$ cat config.mk
export PLATFORM = sky130hd
export DESIGN_NAME = spi_master_cs
export DESIGN_NICKNAME = d
export VERILOG_FILES = /design/src/rtl/spi_pkg.sv /design/src/rtl/spi_delay_cnt.sv /design/src/rtl/spi_master_cs.sv
export SDC_FILE = /design/constraint.sdc
export NUM_CORES = 1
export LEC_CHECK = 0
export BUFFER_PORTS_ARGS = -buffer_cell sky130_fd_sc_hd__buf_2
export CORE_AREA = 2 2 62 64
export CTS_BUF_LIST = sky130_fd_sc_hd__clkbuf_4
export DETAILED_ROUTE_END_ITERATION = 6
export DIE_AREA = 0 0 64 66
export GPL_TIMING_DRIVEN = 0
export PLACE_DENSITY = 0.8
export SYNTH_ARGS = -nofsm -noshare
export SYNTH_HDL_FRONTEND = slang
export SYNTH_SLANG_ARGS = --single-unit
$ cat constraint.sdc
create_clock -name clk -period 2.66 [get_ports clk]
set_input_delay 0.532 -clock clk [delete_from_list [all_inputs] [get_ports clk]]
set_output_delay 0.532 -clock clk [all_outputs]
set_load 0.01 [all_outputs]
$ cat src/rtl/spi_pkg.sv
// Shared SPI definitions: chip-select sequencer state encoding, delay counter
// width and the transaction length qualifier.
package spi_pkg;

    typedef enum logic [2:0] {
        CS_IDLE     = 3'd0,
        CS_LEAD     = 3'd1,
        CS_ISSUE    = 3'd2,
        CS_WAIT_RX  = 3'd3,
        CS_WAIT_TX  = 3'd4,
        CS_INACTIVE = 3'd5
    } spi_cs_state_t;

    localparam int DLY_W = 8;

    // A transaction length is usable only when it is non-zero and fits one CS frame.
    function automatic logic count_ok(input logic [31:0] cnt, input logic [31:0] max_cnt);
        return (cnt != 32'd0) && (cnt <= max_cnt);
    endfunction

endpackage

$ cat src/rtl/spi_delay_cnt.sv
// Loadable down-counter: start_i arms it with load_i and done_o is high during
// the load_i-th cycle after the start edge.
module spi_delay_cnt
    import spi_pkg::*;
(
    input  logic             clk,
    input  logic             rst_n,
    input  logic             start_i,
    input  logic [DLY_W-1:0] load_i,
    output logic             done_o
);

    logic [DLY_W-1:0] cnt_q, cnt_d;
    logic             busy_q, busy_d;

    // Next-state for the countdown.
    always_comb begin
        cnt_d  = cnt_q;
        busy_d = busy_q;
        if (start_i) begin
            cnt_d  = load_i - DLY_W'(1);
            busy_d = 1'b1;
        end else if (busy_q) begin
            if (cnt_q == '0) begin
                busy_d = 1'b0;
            end else begin
                cnt_d = cnt_q - DLY_W'(1);
            end
        end else begin
            busy_d = 1'b0;
        end
    end

    // Counter state registers.
    always_ff @(posedge clk) begin
        if (!rst_n) begin
            cnt_q  <= '0;
            busy_q <= 1'b0;
        end else begin
            cnt_q  <= cnt_d;
            busy_q <= busy_d;
        end
    end

    assign done_o = busy_q && (cnt_q == '0);

endmodule

$ cat src/rtl/spi_master_cs.sv
// Chip-select transaction sequencer in front of the SPI byte engine: frames a
// multi-byte transfer with CS_n and feeds the engine one byte at a time.
module spi_master_cs
    import spi_pkg::*;
#(
    parameter int MAX_BYTES_PER_CS = 2,
    parameter int CS_LEAD_CLKS     = 4,
    parameter int CS_INACTIVE_CLKS = 2,
    parameter int CNT_W            = $clog2(MAX_BYTES_PER_CS + 1)
) (
    input  logic             clk,
    input  logic             rst_n,
    input  logic [CNT_W-1:0] i_TX_Count,
    input  logic [7:0]       i_TX_byte,
    input  logic             i_TX_En,
    output logic             o_TX_Ready,
    output logic [CNT_W-1:0] o_RX_Count,
    output logic [7:0]       o_RX_byte,
    output logic             o_RX_En,
    output logic [7:0]       o_Eng_TX_byte,
    output logic             o_Eng_TX_En,
    input  logic             i_Eng_TX_Ready,
    input  logic [7:0]       i_Eng_RX_byte,
    input  logic             i_Eng_RX_En,
    output logic             o_CS_n
);

    localparam logic [DLY_W-1:0] LEAD_LOAD  = DLY_W'(CS_LEAD_CLKS);
    localparam logic [DLY_W-1:0] INACT_LOAD = DLY_W'(CS_INACTIVE_CLKS);

    spi_cs_state_t    state_q, state_d;
    logic [7:0]       tx_byte_q, tx_byte_d;
    logic [CNT_W-1:0] rem_q, rem_d;
    logic             cs_n_q, cs_n_d;
    logic             tx_ready_q, tx_ready_d;
    logic             eng_en_q, eng_en_d;
    logic [7:0]       eng_byte_q, eng_byte_d;
    logic             rx_en_q, rx_en_d;
    logic [7:0]       rx_byte_q, rx_byte_d;
    logic [CNT_W-1:0] rx_cnt_q, rx_cnt_d;

    logic             accept_s, latch_s, rx_fire_s, last_s;
    logic             dly_start_s, dly_done_s;
    logic [DLY_W-1:0] dly_load_s;

    assign accept_s    = (state_q == CS_IDLE) && i_TX_En
                         && count_ok(32'(i_TX_Count), 32'(MAX_BYTES_PER_CS));
    assign latch_s     = accept_s || ((state_q == CS_WAIT_TX) && i_TX_En);
    assign rx_fire_s   = (state_q == CS_WAIT_RX) && i_Eng_RX_En;
    assign last_s      = (rem_q == CNT_W'(1));
    assign dly_start_s = accept_s || (rx_fire_s && last_s);
    assign dly_load_s  = accept_s ? LEAD_LOAD : INACT_LOAD;

    spi_delay_cnt u_dly (
        .clk     (clk),
        .rst_n   (rst_n),
        .start_i (dly_start_s),
        .load_i  (dly_load_s),
        .done_o  (dly_done_s)
    );

    // State register.
    always_ff @(posedge clk) begin
        if (!rst_n) begin
            state_q <= CS_IDLE;
        end else begin
            state_q <= state_d;
        end
    end

    // Next state; a byte is handed over directly when the engine is already ready.
    always_comb begin
        state_d = state_q;
        case (state_q)
            CS_IDLE:     state_d = accept_s ? CS_LEAD : CS_IDLE;
            CS_LEAD:     if (dly_done_s) begin
                             state_d = i_Eng_TX_Ready ? CS_WAIT_RX : CS_ISSUE;
                         end else begin
                             state_d = CS_LEAD;
                         end
            CS_ISSUE:    state_d = i_Eng_TX_Ready ? CS_WAIT_RX : CS_ISSUE;
            CS_WAIT_RX:  if (rx_fire_s) begin
                             state_d = last_s ? CS_INACTIVE : CS_WAIT_TX;
                         end else begin
                             state_d = CS_WAIT_RX;
                         end
            CS_WAIT_TX:  if (i_TX_En) begin
                             state_d = i_Eng_TX_Ready ? CS_WAIT_RX : CS_ISSUE;
                         end else begin
                             state_d = CS_WAIT_TX;
                         end
            CS_INACTIVE: state_d = dly_done_s ? CS_IDLE : CS_INACTIVE;
            default:     state_d = CS_IDLE;
        endcase
    end

    // Output and datapath next values, derived from the upcoming state.
    always_comb begin
        cs_n_d     = (state_d == CS_IDLE) || (state_d == CS_INACTIVE);
        tx_ready_d = (state_d == CS_IDLE) || (state_d == CS_WAIT_TX);
        eng_en_d   = (state_d == CS_WAIT_RX) && (state_q != CS_WAIT_RX);
        tx_byte_d  = latch_s ? i_TX_byte : tx_byte_q;
        if (eng_en_d) begin
            eng_byte_d = latch_s ? i_TX_byte : tx_byte_q;
        end else begin
            eng_byte_d = eng_byte_q;
        end
        rx_en_d   = rx_fire_s;
        rx_byte_d = rx_fire_s ? i_Eng_RX_byte : rx_byte_q;
        if (accept_s) begin
            rx_cnt_d = '0;
            rem_d    = i_TX_Count;
        end else if (rx_fire_s) begin
            rx_cnt_d = rx_cnt_q + CNT_W'(1);
            rem_d    = rem_q - CNT_W'(1);
        end else begin
            rx_cnt_d = rx_cnt_q;
            rem_d    = rem_q;
        end
    end

    // Output and datapath registers.
    always_ff @(posedge clk) begin
        if (!rst_n) begin
            cs_n_q     <= 1'b1;
            tx_ready_q <= 1'b1;
            eng_en_q   <= 1'b0;
            eng_byte_q <= 8'h00;
            tx_byte_q  <= 8'h00;
            rx_en_q    <= 1'b0;
            rx_byte_q  <= 8'h00;
            rx_cnt_q   <= '0;
            rem_q      <= '0;
        end else begin
            cs_n_q     <= cs_n_d;
            tx_ready_q <= tx_ready_d;
            eng_en_q   <= eng_en_d;
            eng_byte_q <= eng_byte_d;
            tx_byte_q  <= tx_byte_d;
            rx_en_q    <= rx_en_d;
            rx_byte_q  <= rx_byte_d;
            rx_cnt_q   <= rx_cnt_d;
            rem_q      <= rem_d;
        end
    end

    assign o_CS_n        = cs_n_q;
    assign o_TX_Ready    = tx_ready_q;
    assign o_Eng_TX_En   = eng_en_q;
    assign o_Eng_TX_byte = eng_byte_q;
    assign o_RX_En       = rx_en_q;
    assign o_RX_byte     = rx_byte_q;
    assign o_RX_Count    = rx_cnt_q;

endmodule

Yosys cells after proc, flatten, opt, wreduce, memory -nomap -nowiden --
Index checks and enable logic that the tools add are counted.
Word-level totals: register bits after elaboration 44, input port bits 23, word-level logic and storage cells 67
Operators by class: add/sub/neg operators 4, mux-type cells 18, reduce and logical (&&, ||, !) cells 20, bitwise gates (word level) 1, order comparisons 1, equal/unequal tests 11
Operators with widths (count):
- two-way mux 8 bit | 4
- case mux 3 bit (6 select lines) | 1
- == test 3 bit (second input constant) | 4
- two-way mux 3 bit | 4
- == test 3 x 2 -> 1 bit (second input constant) | 3
- logical AND 1 bit | 8
- logical NOT 8 bit | 1
- subtractor 8 x 1 -> 8 bit (second input constant) | 1
- logical NOT 3 bit | 2
- two-way mux 1 bit | 6
- two-way mux 2 bit | 3
- nonzero test 2 bit | 3
- logical OR 1 bit | 4
- subtractor 3 x 1 -> 4 bit (second input constant) | 1
- == test 3 x 1 -> 1 bit (second input constant) | 1
- != test 3 x 2 -> 1 bit (second input constant) | 1
- adder 2 x 1 -> 2 bit (second input constant) | 1
- == test 2 x 1 -> 1 bit (second input constant) | 1
- less-or-equal comparator 2 bit (second input constant) | 1
- != test 2 bit (second input constant) | 1
- AND reduction 2 bit | 1
- OR reduction 2 bit | 1
- subtractor 2 x 1 -> 2 bit (second input constant) | 1
- NOT 1 bit | 1

Longest topological paths before layout --
Gate-level depths: netlist of run 1.
word-level depth 7, depth in mapped cells 7

By module --
From an unflattened synthesis of run 1, not the netlist that was laid out.
Unflattened totals: cells, all modules 254, area total of the unflattened synthesis 2222.1 µm²
Modules (own cells, without submodules):
- spi_master_cs | times used 1, area each 1510.2 µm², cells each 171, sequential area each 700.7 µm²
- spi_delay_cnt | times used 1, area each 711.9 µm², cells each 83, sequential area each 180.2 µm²

Worst setup path before layout of run 1 --
Ideal clock, no wire load.
path type input to register, start input port i_TX_En, end register eng_byte_q[7], in the netlist o_Eng_TX_byte[7], path slack 0.610 ns, data arrival time 1.927 ns, setup time 0.123 ns, cell stages on the path 4, buffers on the path 0, data required time 2.537 ns, path through or3b_4 nor3_1 o311ai_4 mux2_1
Between the ends: word-level cells in the longest chain between the ends 6, elaborated cells between the ends (all ways) 10
RTL lines:
- start, declared | line spi_master_cs.sv:15 | input logic i_TX_En,
- logical AND 1 bit | line spi_master_cs.sv:46 | assign accept_s = (state_q == CS_IDLE) && i_TX_En
- logical AND 1 bit | line spi_master_cs.sv:47 | && count_ok(32'(i_TX_Count), 32'(MAX_BYTES_PER_CS));
- two-way mux 1 bit | line spi_master_cs.sv:75 | CS_IDLE: state_d = accept_s ? CS_LEAD : CS_IDLE;
- case mux 3 bit (6 select lines) | line spi_master_cs.sv:74 | case (state_q)
- == test 3 x 2 -> 1 bit | line spi_master_cs.sv:101 | eng_en_d = (state_d == CS_WAIT_RX) && (state_q != CS_WAIT_RX);
- logical AND 1 bit | line spi_master_cs.sv:101
- end signal, assigned | line spi_master_cs.sv:138 | eng_byte_q <= eng_byte_d;
- end, declared | line spi_master_cs.sv:37 | logic [7:0] eng_byte_q, eng_byte_d;
Several ways; a longest one is shown, not always the timed one. A chain may end at the register's enable or synchronous reset.

Worst setup path in the final report of run 1 --
start register u_dly.cnt_q[0], end register eng_byte_q[6], in the netlist o_Eng_TX_byte[6]
Between the ends: word-level cells in the longest chain between the ends 6, elaborated cells between the ends (all ways) 7
RTL lines:
- start, declared | line spi_delay_cnt.sv:13 | logic [DLY_W-1:0] cnt_q, cnt_d;
- start signal, assigned | line spi_delay_cnt.sv:40 | cnt_q <= cnt_d;
- logical NOT 8 bit * | line spi_delay_cnt.sv:45 | assign done_o = busy_q && (cnt_q == '0);
- logical AND 1 bit * | line spi_delay_cnt.sv:45
- two-way mux 3 bit / two-way mux 2 bit (equally long branches) | line spi_master_cs.sv:92, spi_master_cs.sv:76
- case mux 3 bit (6 select lines) * | line spi_master_cs.sv:74
- == test 3 x 2 -> 1 bit * | line spi_master_cs.sv:101
- logical AND 1 bit * | line spi_master_cs.sv:101
Mark *: on every way between the ends. The rest lies on a longest branch, timed or not.

==> results.rst, run 1 <==
.. list-table::
   :header-rows: 1

   * - Metric
     - Value
   * - ANT nets after route
     - 0
   * - Initial Util
     - 53.3%
   * - Clock-pin slew on the worst setup and hold paths
     - 120 ps
   * - Wirelength, routed
     - 3510 um
   * - Flip-flop cell with the highest count after synthesis
     - sky130_fd_sc_hd__dfxtp_1
   * - Worst min-delay path category
     - input port to register
   * - Mapped Cells
     - 194
   * - Post-Syn Area per Cell
     - 9.76 um^2
   * - Largest net degree at the start of global routing
     - 14
   * - DRC Markers
     - 0
   * - Number of clock buffers inserted by TritonCTS
     - 5
   * - Run status
     - finished clean
   * - I/O pin cnt
     - 45
   * - Resized cells post-CTS
     - 0
   * - Nets@finish
     - 270
   * - Routed wire per std cell
     - 12.0 um
   * - Number of sinks driven by the clock tree
     - 44
   * - Number of vias per cell after detailed routing
     - 5.16
   * - Largest buffer count on any clock path
     - 2
   * - Hold_buf cts
     - 0
   * - Flop and latch count out of synthesis
     - 44
   * - Post-CTS setup buffers
     - 0
   * - Critical Path Max Stage Delay
     - 500 ps
   * - Final hold violation count
     - 0
   * - Antenna fix cells
     - 0
   * - Power density over cell area
     - 575 nW/um^2
   * - Post-layout utilization of the core
     - 63.4%
   * - Vias
     - 1511
   * - Final worst-path cycle share
     - 88.3%
   * - Final-report setup violation count
     - 0
   * - Tightest slew margin relative to the limit
     - 54.9%
   * - Post-synthesis cell type count
     - 39
   * - Number of enable flip-flop cells after synthesis
     - 0
   * - Layout-stage area growth over the synthesis result
     - 18.8%
   * - Maximum fanout along the worst path
     - 9
   * - Slew @ Worst Pin
     - 671 ps
   * - Insertion delay to the later sink of the worst-skew pair
     - 350 ps
   * - Slowest cell on the critical path
     - sky130_fd_sc_hd__o311ai_4
   * - RSZ-0062 raised after global routing
     - false
   * - Buffers added on ports
     - 43
   * - Area of the placeable core
     - 3550 um^2
   * - Layout Skew
     - 4.65 ps
   * - Clock period minus worst slack
     - 2350 ps
   * - Mapped cell area
     - 1890 um^2
   * - TritonCTS clock tree
     - done
   * - Proportion of layout cells with a drive suffix above 1
     - 25.3%
   * - Arrival @ worst endpoint
     - 2600 ps
   * - Maximum capacitance violations
     - 0
   * - Die boundary width
     - 64 um
   * - Detailed placer's ending HPWL
     - 2550 um
   * - Number of pins with negative max-slew slack in the final report
     - 0
   * - Sum of buffers and inverters on the critical path
     - 1
   * - Total power consumption of the routed design
     - 0.00129 W
   * - Vertical extent of the die
     - 66 um
   * - Top Family by Delay on Critical Path
     - compound AO/OA/AOI/OAI gates
   * - Aggregate global routing overflow
     - 0
   * - Worst setup path class
     - register to register
   * - Total negative setup slack
     - 0 ps
   * - Maximum level of the CTS H-tree
     - 2
   * - TritonRoute pass-1 iters
     - 4
   * - Standby leakage power
     - 0.989 nW
   * - Via count of the first global-routing pass
     - 1390
   * - Die footprint
     - 4220 um^2
   * - Global-route wire length before repair
     - 5960 um
   * - Ordered list of cells on the worst path
     - inv_1, ha_1, nor4b_4, nand3_1, o21a_1, o311ai_4, mux2_2
   * - Proportion of register bits with asynchronous set or reset after synthesis
     - 0%
   * - Mapped Nets
     - 220
   * - Clock tree root driver cell
     - sky130_fd_sc_hd__clkbuf_4
   * - Global placer's final weighted congestion
     - 0.834
   * - Share of the yosys chip area belonging to registers
     - 46.5%
   * - Number of DRC violations after detailed-routing iteration 0
     - 30
   * - Top achievable clock speed
     - 426 MHz
   * - Synth Warn #
     - 0
   * - Rows
     - 22
   * - Overall fraction of global-route tracks in use
     - 18.2%
   * - Kind of start point of the critical path
     - register
   * - Maximum ir drop on the vdd rail
     - 436 uV
   * - Endpoint type of the worst setup path
     - register
   * - Worst Path Required
     - 2910 ps
   * - Number of antenna violations at the first check in global routing
     - 0
[worst min-delay path, cell delays in order]
cell                       delay (ps)
sky130_fd_sc_hd__buf_2             90
sky130_fd_sc_hd__nand2_1           40
sky130_fd_sc_hd__a21boi_0          60
[cells in the mapped netlist, types with 2 or more instances]
cell type                  number  share of area [%]
sky130_fd_sc_hd__o21ai_0        2               0.53
sky130_fd_sc_hd__xor2_1         5                2.3
sky130_fd_sc_hd__a21boi_0      11                4.4
sky130_fd_sc_hd__ha_1           3                2.0
sky130_fd_sc_hd__nand2_1       26                5.2
sky130_fd_sc_hd__or3_1          2               0.66
sky130_fd_sc_hd__inv_1          5               0.99
sky130_fd_sc_hd__clkbuf_1       8                1.6
sky130_fd_sc_hd__mux2i_1        8                4.2
sky130_fd_sc_hd__and3_1         2               0.66
sky130_fd_sc_hd__and2_1        10                3.3
sky130_fd_sc_hd__nor2_1         9                1.8
sky130_fd_sc_hd__nor3b_1        2               0.79
sky130_fd_sc_hd__o21a_1         4                1.6
sky130_fd_sc_hd__o41ai_1        2               0.92
sky130_fd_sc_hd__dfxtp_1       44                 46
sky130_fd_sc_hd__xnor2_1        5                2.3
sky130_fd_sc_hd__nand4b_1       2               0.92
sky130_fd_sc_hd__mux2_2         7                4.2
sky130_fd_sc_hd__nor2b_1       10                3.3
sky130_fd_sc_hd__nor3_1         3               0.79
sky130_fd_sc_hd__a21oi_1        3               0.79
sky130_fd_sc_hd__nand3_1        5                1.3
[metal layers]
metal | wire (um) | vias to the layer above | GRT usage [%] | part of all wire, %
met1 | 1640 | 694 | 22.7 | 47
met3 | 208 | 7 | 5.28 | 5.9
met5 | 0 | - | 0 | 0
li1 | - | 768 | - | -
met2 | 1600 | 42 | 29.2 | 46
met4 | 57 | 0 | 7.88 | 1.6
[cell type report]
class	count	area (um^2)
fillers	302	1300
multi-input cells	137	965
flip-flops and latches	44	881
repair buffers	43	215
well taps	48	60.1
clock buffers	6	45.0
clock inverters	2	35.0
plain buffers	8	30.0
inverters	5	18.8
[state kept, by name, summed over array words and instances (netlist names)]
name           count
o_RX_byte          8
tx_byte_q          8
o_TX_Ready         1
o_Eng_TX_byte      8
o_RX_En            1
u_dly.cnt_q        8
o_RX_Count         2
state_q            3
u_dly.busy_q       1
o_Eng_TX_En        1
o_CS_n             1
rem_q              2
[per-stage QoR]
stage	cells	setup WS (ps)	cell area, um^2	hold slack [ps]
5_1_grt	293	153	2250	418
4_1_cts	293	319	2250	401
3_5_place_dp	285	265	2170	455
3_3_place_gp	285	288	2170	447
6_report	293	312	2250	414
2_1_floorplan	194	610	1890	455
[cell usage in the layout (no fill, tap or decap), types with 2 or more instances in the layout]
cell	instances
sky130_fd_sc_hd__ha_1	3
sky130_fd_sc_hd__nor2_1	9
sky130_fd_sc_hd__nand3_1	5
sky130_fd_sc_hd__inv_1	5
sky130_fd_sc_hd__clkbuf_4	6
sky130_fd_sc_hd__o21a_1	4
sky130_fd_sc_hd__mux2_2	7
sky130_fd_sc_hd__nor2b_1	10
sky130_fd_sc_hd__o21ai_0	2
sky130_fd_sc_hd__a21boi_0	11
sky130_fd_sc_hd__and3_1	2
sky130_fd_sc_hd__and2_1	10
sky130_fd_sc_hd__nand4b_1	2
sky130_fd_sc_hd__clkbuf_1	8
sky130_fd_sc_hd__xnor2_1	5
sky130_fd_sc_hd__dfxtp_1	44
sky130_fd_sc_hd__nor3_1	3
sky130_fd_sc_hd__nand2_1	26
sky130_fd_sc_hd__buf_2	43
sky130_fd_sc_hd__mux2i_1	8
sky130_fd_sc_hd__nor3b_1	2
sky130_fd_sc_hd__or3_1	2
sky130_fd_sc_hd__o41ai_1	2
sky130_fd_sc_hd__a21oi_1	3
sky130_fd_sc_hd__xor2_1	5
[worst paths after layout]
| kind | start | endpoint | slack [ps] | cells past startpoint |
|---|---|---|---|---|
| max | u_dly.cnt_q[0]$_SDFFE_PN0P_ | o_Eng_TX_byte[6]$_SDFFE_PN0P_ | 310 | 7 |
| min | i_Eng_RX_byte[1] | o_RX_byte[1]$_SDFFE_PN0P_ | 410 | 3 |
| min reg2reg | o_RX_byte[3]$_SDFFE_PN0P_ | o_RX_byte[3]$_SDFFE_PN0P_ | 470 | 2 |
| max reg2reg | u_dly.cnt_q[0]$_SDFFE_PN0P_ | o_Eng_TX_byte[6]$_SDFFE_PN0P_ | 310 | 7 |
[logic make-up after synthesis]
family / synth area share, %
fa+ha+maj: 1.98
xor+xnor: 4.62
flops: 46.5
compound gates: 13.5
mux: 8.98
buf+inv: 2.58
simple gates: 21.9
[power by group]
part	leakage (nW)	internal, W	switching, W
Combinational	0.587	0.0000847	0.0000932
Sequential	0.357	0.000687	0.0000165
Clock	0.0456	0.000207	0.000206
Total	0.989	0.000979	0.000315
Power figures use the tool's default switching activity.
==> run 2: changes to the inputs <==
Settings changed: CORE_AREA 2 2 62 64 to 2 2 72 74, DIE_AREA 0 0 64 66 to 0 0 74 76, HOLD_SLACK_MARGIN set to 0.03, PLACE_DENSITY 0.8 to unset.
==> run 2 against run 1 <==
Net effect:
- sequential share of layout area shrank 0.065 points
- global-route usage shrank 4.7 points
- highest routed layer unchanged
- via count shrank 2.1%
- non-clock buffer count is the same
- power shrank 7.1%
- clock-buffer cell count shrank 1
- worst setup slack gained 66 ps
- cell count grew 7.5%
- largest cell class unchanged
- worst hold slack lost 4.5 ps
- first-iteration DRC count grew to 2.6 times the previous value
- clock power shrank 22%
- sequential power is essentially flat
==> results.rst, run 2 (synthesis gave the netlist of run 1 again) <==
.. list-table::
   :header-rows: 1

   * - Metric
     - Value
   * - Run status
     - finished clean
   * - Resized cells post-CTS
     - 0
   * - Relative contribution of sequential cells to total power
     - 58.5%
   * - Met3 wire length
     - 166 um
   * - Via count of the first global-routing pass
     - 1351
   * - Worst setup path class
     - register to register
   * - Rows
     - 26
   * - Dpl cells
     - 307
   * - Worst min-delay path category
     - input port to register
   * - Initial Util
     - 38.6%
   * - Die boundary width
     - 74 um
   * - Overall fraction of global-route tracks in use
     - 13.5%
   * - Global-route wire length before repair
     - 5890 um
   * - Maximum capacitance violations
     - 0
   * - Area of the placeable core
     - 4910 um^2
   * - Nets@finish
     - 270
   * - TritonCTS clock tree
     - done
   * - Post-CTS setup buffers
     - 0
   * - Number of antenna violations at the first check in global routing
     - 0
   * - Number of pins with negative max-slew slack in the final report
     - 0
   * - Top Metal Used
     - met4
   * - Clock period minus worst slack
     - 2280 ps
   * - Worst Path Required
     - 2920 ps
   * - Aggregate global routing overflow
     - 0
   * - Proportion of layout cells with a drive suffix above 1
     - 25.3%
   * - Clock-pin slew on the worst setup and hold paths
     - 130 ps
   * - Detailed placer's ending HPWL
     - 2700 um
   * - Clock tree root driver cell
     - sky130_fd_sc_hd__clkbuf_4
   * - Maximum level of the CTS H-tree
     - 2
   * - Largest buffer count on any clock path
     - 2
   * - Layout Skew
     - 9.19 ps
   * - Final worst-path cycle share
     - 85.8%
   * - Final worst hold slack
     - 409 ps
   * - Routed wire per std cell
     - 11.5 um
   * - Met1 routed wirelength after detailed routing
     - 1810 um
   * - Maximum fanout along the worst path
     - 9
   * - Number of clock buffers inserted by TritonCTS
     - 5
   * - I/O pin cnt
     - 45
   * - Wirelength, routed
     - 3630 um
   * - Portion of total power attributed to combinational logic
     - 14.7%
   * - Switching power
     - 0.000329 W
   * - Die footprint
     - 5620 um^2
   * - Top achievable clock speed
     - 438 MHz
   * - Vertical extent of the die
     - 76 um
   * - Number of vias per cell after detailed routing
     - 4.70
   * - Total met2 wirelength after detailed routing
     - 1590 um
   * - Proportion of total power due to net switching
     - 27.3%
   * - Arrival @ worst endpoint
     - 2540 ps
   * - TritonRoute pass-1 iters
     - 4
   * - Most used cells in the layout excluding fill and tap cells
     - sky130_fd_sc_hd__dfxtp_1, sky130_fd_sc_hd__buf_2, sky130_fd_sc_hd__nand2_1, sky130_fd_sc_hd__a21boi_0
   * - Placed inst area
     - 2200 um^2
   * - Total negative setup slack
     - 0 ps
   * - Maximum ir drop on the vdd rail
     - 261 uV
   * - Vias
     - 1479
   * - Tightest slew margin relative to the limit
     - 54.3%
   * - Power density over cell area
     - 534 nW/um^2
   * - Insertion delay to the later sink of the worst-skew pair
     - 360 ps
   * - Kind of start point of the critical path
     - register
   * - ANT nets after route
     - 0
   * - Internal power consumption
     - 0.000874 W
   * - Most common library cell in the layout ignoring fill and taps
     - sky130_fd_sc_hd__dfxtp_1
   * - Endpoint type of the worst setup path
     - register
   * - Buffers added on ports
     - 43
   * - Standby leakage power
     - 0.979 nW
   * - Number of sinks driven by the clock tree
     - 44
   * - DRC Markers
     - 0
   * - Global placer's final weighted congestion
     - 0.838
   * - Slew @ Worst Pin
     - 680 ps
   * - Post-route design area
     - 2250 um^2
   * - Largest net degree at the start of global routing
     - 15
   * - Number of DRC violations after detailed-routing iteration 0
     - 77
   * - Fin cells
     - 315
   * - RSZ-0062 raised after global routing
     - false
   * - Layout-stage area growth over the synthesis result
     - 19.0%
   * - Clock share of power
     - 26.8%
   * - Final hold violation count
     - 0
   * - Antenna fix cells
     - 0
   * - Final-report setup violation count
     - 0
   * - Hold_buf cts
     - 0
==> run 2: per-layer routing <==
layer / vias up / global-route usage [%]
met5: - / 0
met1: 673 / 18.4
met3: 5 / 3.84
met2: 32 / 19.6
li1: 769 / -
met4: 0 / 6.00
==> run 2: power groups by stage <==
stage               logic (W)  clock network (W)  registers (W)
CTS                  0.000179           0.000336       0.000704
floorplan            0.000128                  0       0.000718
global placement     0.000177                  0       0.000718
detailed placement   0.000177                  0       0.000719
global route         0.000199           0.000367       0.000708
finish               0.000176           0.000322       0.000704
==> run 2: cell type report <==
cell class              count  area [um^2]
plain buffers               8         30.0
clock inverters             3         18.8
repair buffers             43          215
well taps                  70         87.6
multi-input cells         137          965
flip-flops and latches     44          881
inverters                   5         18.8
fillers                   509         2660
clock buffers               5         37.5
==> run 2: final timing paths <==
kind | from | to | slack [ps] | cells after the start
max | u_dly.cnt_q[0]$_SDFFE_PN0P_ | o_Eng_TX_byte[3]$_SDFFE_PN0P_ | 380 | 7
min | i_Eng_RX_byte[4] | o_RX_byte[4]$_SDFFE_PN0P_ | 410 | 3
max reg2reg | u_dly.cnt_q[0]$_SDFFE_PN0P_ | o_Eng_TX_byte[3]$_SDFFE_PN0P_ | 380 | 7
min reg2reg | o_RX_byte[4]$_SDFFE_PN0P_ | o_RX_byte[4]$_SDFFE_PN0P_ | 470 | 2
==> run 2: critical path, cell delays in order (launching register included) <==
cell                       delay, ps
sky130_fd_sc_hd__dfxtp_1         340
sky130_fd_sc_hd__inv_1           100
sky130_fd_sc_hd__ha_1            170
sky130_fd_sc_hd__nor4b_4         260
sky130_fd_sc_hd__nand3_1         180
sky130_fd_sc_hd__o21a_1          240
sky130_fd_sc_hd__o311ai_4        500
sky130_fd_sc_hd__mux2_2          400
==> run 2: per-stage QoR <==
step / util [%] / setup slack (ps) / total power (W)
6_report: 45.9 / 378 / 0.00120
5_1_grt: 45.9 / 231 / 0.00127
4_1_cts: 45.9 / 342 / 0.00122
3_5_place_dp: 44.7 / 260 / 0.000896
3_3_place_gp: 44.7 / 274 / 0.000895
2_1_floorplan: - / 610 / 0.000846
==> run 3: changes to the inputs <==
Settings changed: CORE_AREA 2 2 72 74 to 2 2 68 70, DIE_AREA 0 0 74 76 to 0 0 70 72, PLACE_DENSITY set to 0.68, SKIP_LAST_GASP set to 1.
Clock period 2.66 ns to 2.8 ns, I/O delays scaled along.
==> run 3 against run 2 <==
Net effect:
- utilization up 7.1 points
- combinational power down 3%
- highest routed layer unchanged
- clock-buffer cell count unchanged
- critical path type unchanged
==> results.rst, run 3 (synthesis gave the netlist of run 1 again) <==
.. list-table::
   :header-rows: 1

   * - Metric
     - Value
   * - Detailed placer's ending HPWL
     - 2750 um
   * - Number of clock buffers inserted by TritonCTS
     - 5
   * - Worst reg2reg setup slack
     - 540 ps
   * - Antenna fix cells
     - 0
   * - Number of pins with negative max-slew slack in the final report
     - 0
   * - DRC Markers
     - 0
   * - TritonCTS clock tree
     - done
   * - Dpl cells
     - 289
   * - I/O pin cnt
     - 45
   * - Buffers added on ports
     - 43
   * - Global-route wire length before repair
     - 6580 um
   * - Tightest slew margin relative to the limit
     - 52.3%
   * - Insertion delay to the later sink of the worst-skew pair
     - 360 ps
   * - Clock tree root driver cell
     - sky130_fd_sc_hd__clkbuf_4
   * - Fill count
     - 400
   * - Die boundary width
     - 70 um
   * - Area of the placeable core
     - 4260 um^2
   * - Vias
     - 1506
   * - Via count of the first global-routing pass
     - 1472
   * - Met1 routed wirelength after detailed routing
     - 1700 um
   * - Routed wire per std cell
     - 12.5 um
   * - Clock-pin slew on the worst setup and hold paths
     - 140 ps
   * - Nets@finish
     - 270
   * - Die footprint
     - 5040 um^2
   * - Hold_buf cts
     - 0
   * - Initial Util
     - 44.4%
   * - Number of antenna violations at the first check in global routing
     - 0
   * - Arrival @ worst endpoint
     - 2520 ps
   * - Run status
     - finished clean
   * - Total met2 wirelength after detailed routing
     - 1750 um
   * - Vertical extent of the die
     - 72 um
   * - Resized cells post-CTS
     - 0
   * - Post-layout utilization of the core
     - 53.0%
   * - Total power consumption of the routed design
     - 0.00124 W
   * - Number of vias per cell after detailed routing
     - 5.07
   * - Most common library cell in the layout ignoring fill and taps
     - sky130_fd_sc_hd__dfxtp_1
   * - Power density over cell area
     - 549 nW/um^2
   * - Final worst-path cycle share
     - 80.7%
   * - Top Metal Used
     - met4
   * - Maximum fanout along the worst path
     - 9
   * - Maximum capacitance violations
     - 0
   * - Worst Path Required
     - 3060 ps
   * - Layout Skew
     - 12.9 ps
   * - TritonRoute pass-1 iters
     - 4
   * - Wirelength, routed
     - 3710 um
   * - Post-route design area
     - 2260 um^2
   * - Rows
     - 24
   * - Clock period minus worst slack
     - 2260 ps
   * - Kind of start point of the critical path
     - register
   * - Placed inst area
     - 2170 um^2
   * - RSZ-0062 raised after global routing
     - false
   * - Top achievable clock speed
     - 443 MHz
   * - Number of DRC violations after detailed-routing iteration 0
     - 63
   * - Proportion of layout cells with a drive suffix above 1
     - 25.3%
   * - Layout-stage area growth over the synthesis result
     - 19.2%
   * - Standby leakage power
     - 0.986 nW
   * - Worst setup path class
     - register to register
   * - Most used cells in the layout excluding fill and tap cells
     - sky130_fd_sc_hd__dfxtp_1, sky130_fd_sc_hd__buf_2, sky130_fd_sc_hd__nand2_1, sky130_fd_sc_hd__a21boi_0
   * - Endpoint type of the worst setup path
     - register
   * - ANT nets after route
     - 0
   * - Total negative setup slack
     - 0 ps
   * - Met3 wire length
     - 176 um
   * - Fin cells
     - 297
   * - Largest net degree at the start of global routing
     - 16
   * - Largest buffer count on any clock path
     - 2
   * - Maximum ir drop on the vdd rail
     - 342 uV
   * - Aggregate global routing overflow
     - 0
   * - Worst min-delay path category
     - input port to register
   * - Final-report setup violation count
     - 0
   * - Post-CTS setup buffers
     - 0
   * - Global placer's final weighted congestion
     - 0.799
   * - Maximum level of the CTS H-tree
     - 2
   * - Number of sinks driven by the clock tree
     - 44
   * - Overall fraction of global-route tracks in use
     - 16.4%
   * - Final hold violation count
     - 0
   * - Slew @ Worst Pin
     - 709 ps
## run 3: cell types whose count changed in the layout (fill, tap and decap cells not counted)
cell | before | now
sky130_fd_sc_hd__clkinv_4 | 1 | 0
sky130_fd_sc_hd__bufinv_16 | 0 | 1
sky130_fd_sc_hd__inv_6 | 0 | 1
sky130_fd_sc_hd__clkinv_2 | 2 | 0
sky130_fd_sc_hd__clkinvlp_4 | 0 | 1
## run 3: worst max-delay path, stage by stage, from the launching register on
cell and delay [ps]:
sky130_fd_sc_hd__dfxtp_1 330, sky130_fd_sc_hd__inv_1 110, sky130_fd_sc_hd__ha_1 160, sky130_fd_sc_hd__nor4b_4 250
sky130_fd_sc_hd__nand3_1 170, sky130_fd_sc_hd__o21a_1 240, sky130_fd_sc_hd__o311ai_4 520, sky130_fd_sc_hd__mux2_2 400
## run 3: per-layer routing
metal | GRT usage (%) | vias to the layer above
met1 | 20.0 | 690
li1 | - | 768
met2 | 27.5 | 39
met3 | 4.31 | 9
met5 | 0 | -
met4 | 7.05 | 0
## run 3: layout make-up
| type | instances | area, um^2 | area share [%] |
|---|---|---|---|
| clock buffers | 5 | 37.5 | 1.66 |
| multi-input cells | 137 | 965 | 42.7 |
| repair buffers | 43 | 215 | 9.53 |
| plain buffers | 8 | 30.0 | 1.33 |
| inverters | 5 | 18.8 | 0.831 |
| flip-flops and latches | 44 | 881 | 39.0 |
| clock inverters | 3 | 46.3 | 2.05 |
| well taps | 52 | 65.1 | 2.88 |
## run 3: worst paths after layout
kind	to	cells after the start	startpoint
max reg2reg	o_Eng_TX_byte[0]$_SDFFE_PN0P_	7	u_dly.cnt_q[0]$_SDFFE_PN0P_
min	o_RX_byte[3]$_SDFFE_PN0P_	3	i_Eng_RX_byte[3]
min reg2reg	o_RX_byte[5]$_SDFFE_PN0P_	2	o_RX_byte[5]$_SDFFE_PN0P_
max	o_Eng_TX_byte[0]$_SDFFE_PN0P_	7	u_dly.cnt_q[0]$_SDFFE_PN0P_
## run 3: report_power, final
group | switching (W) | internal, W | total [W]
registers | 0.0000152 | 0.000653 | 0.000668
logic | 0.0000899 | 0.0000800 | 0.000170
clock network | 0.000211 | 0.000191 | 0.000402
total | 0.000316 | 0.000924 | 0.00124
## run 3: through the flow
stage | hold slack, ps | setup slack [ps]
floorplan | 455 | 722
global placement | 449 | 394
detailed placement | 455 | 388
CTS | 424 | 533
global route | 433 | 346
finish | 442 | 541
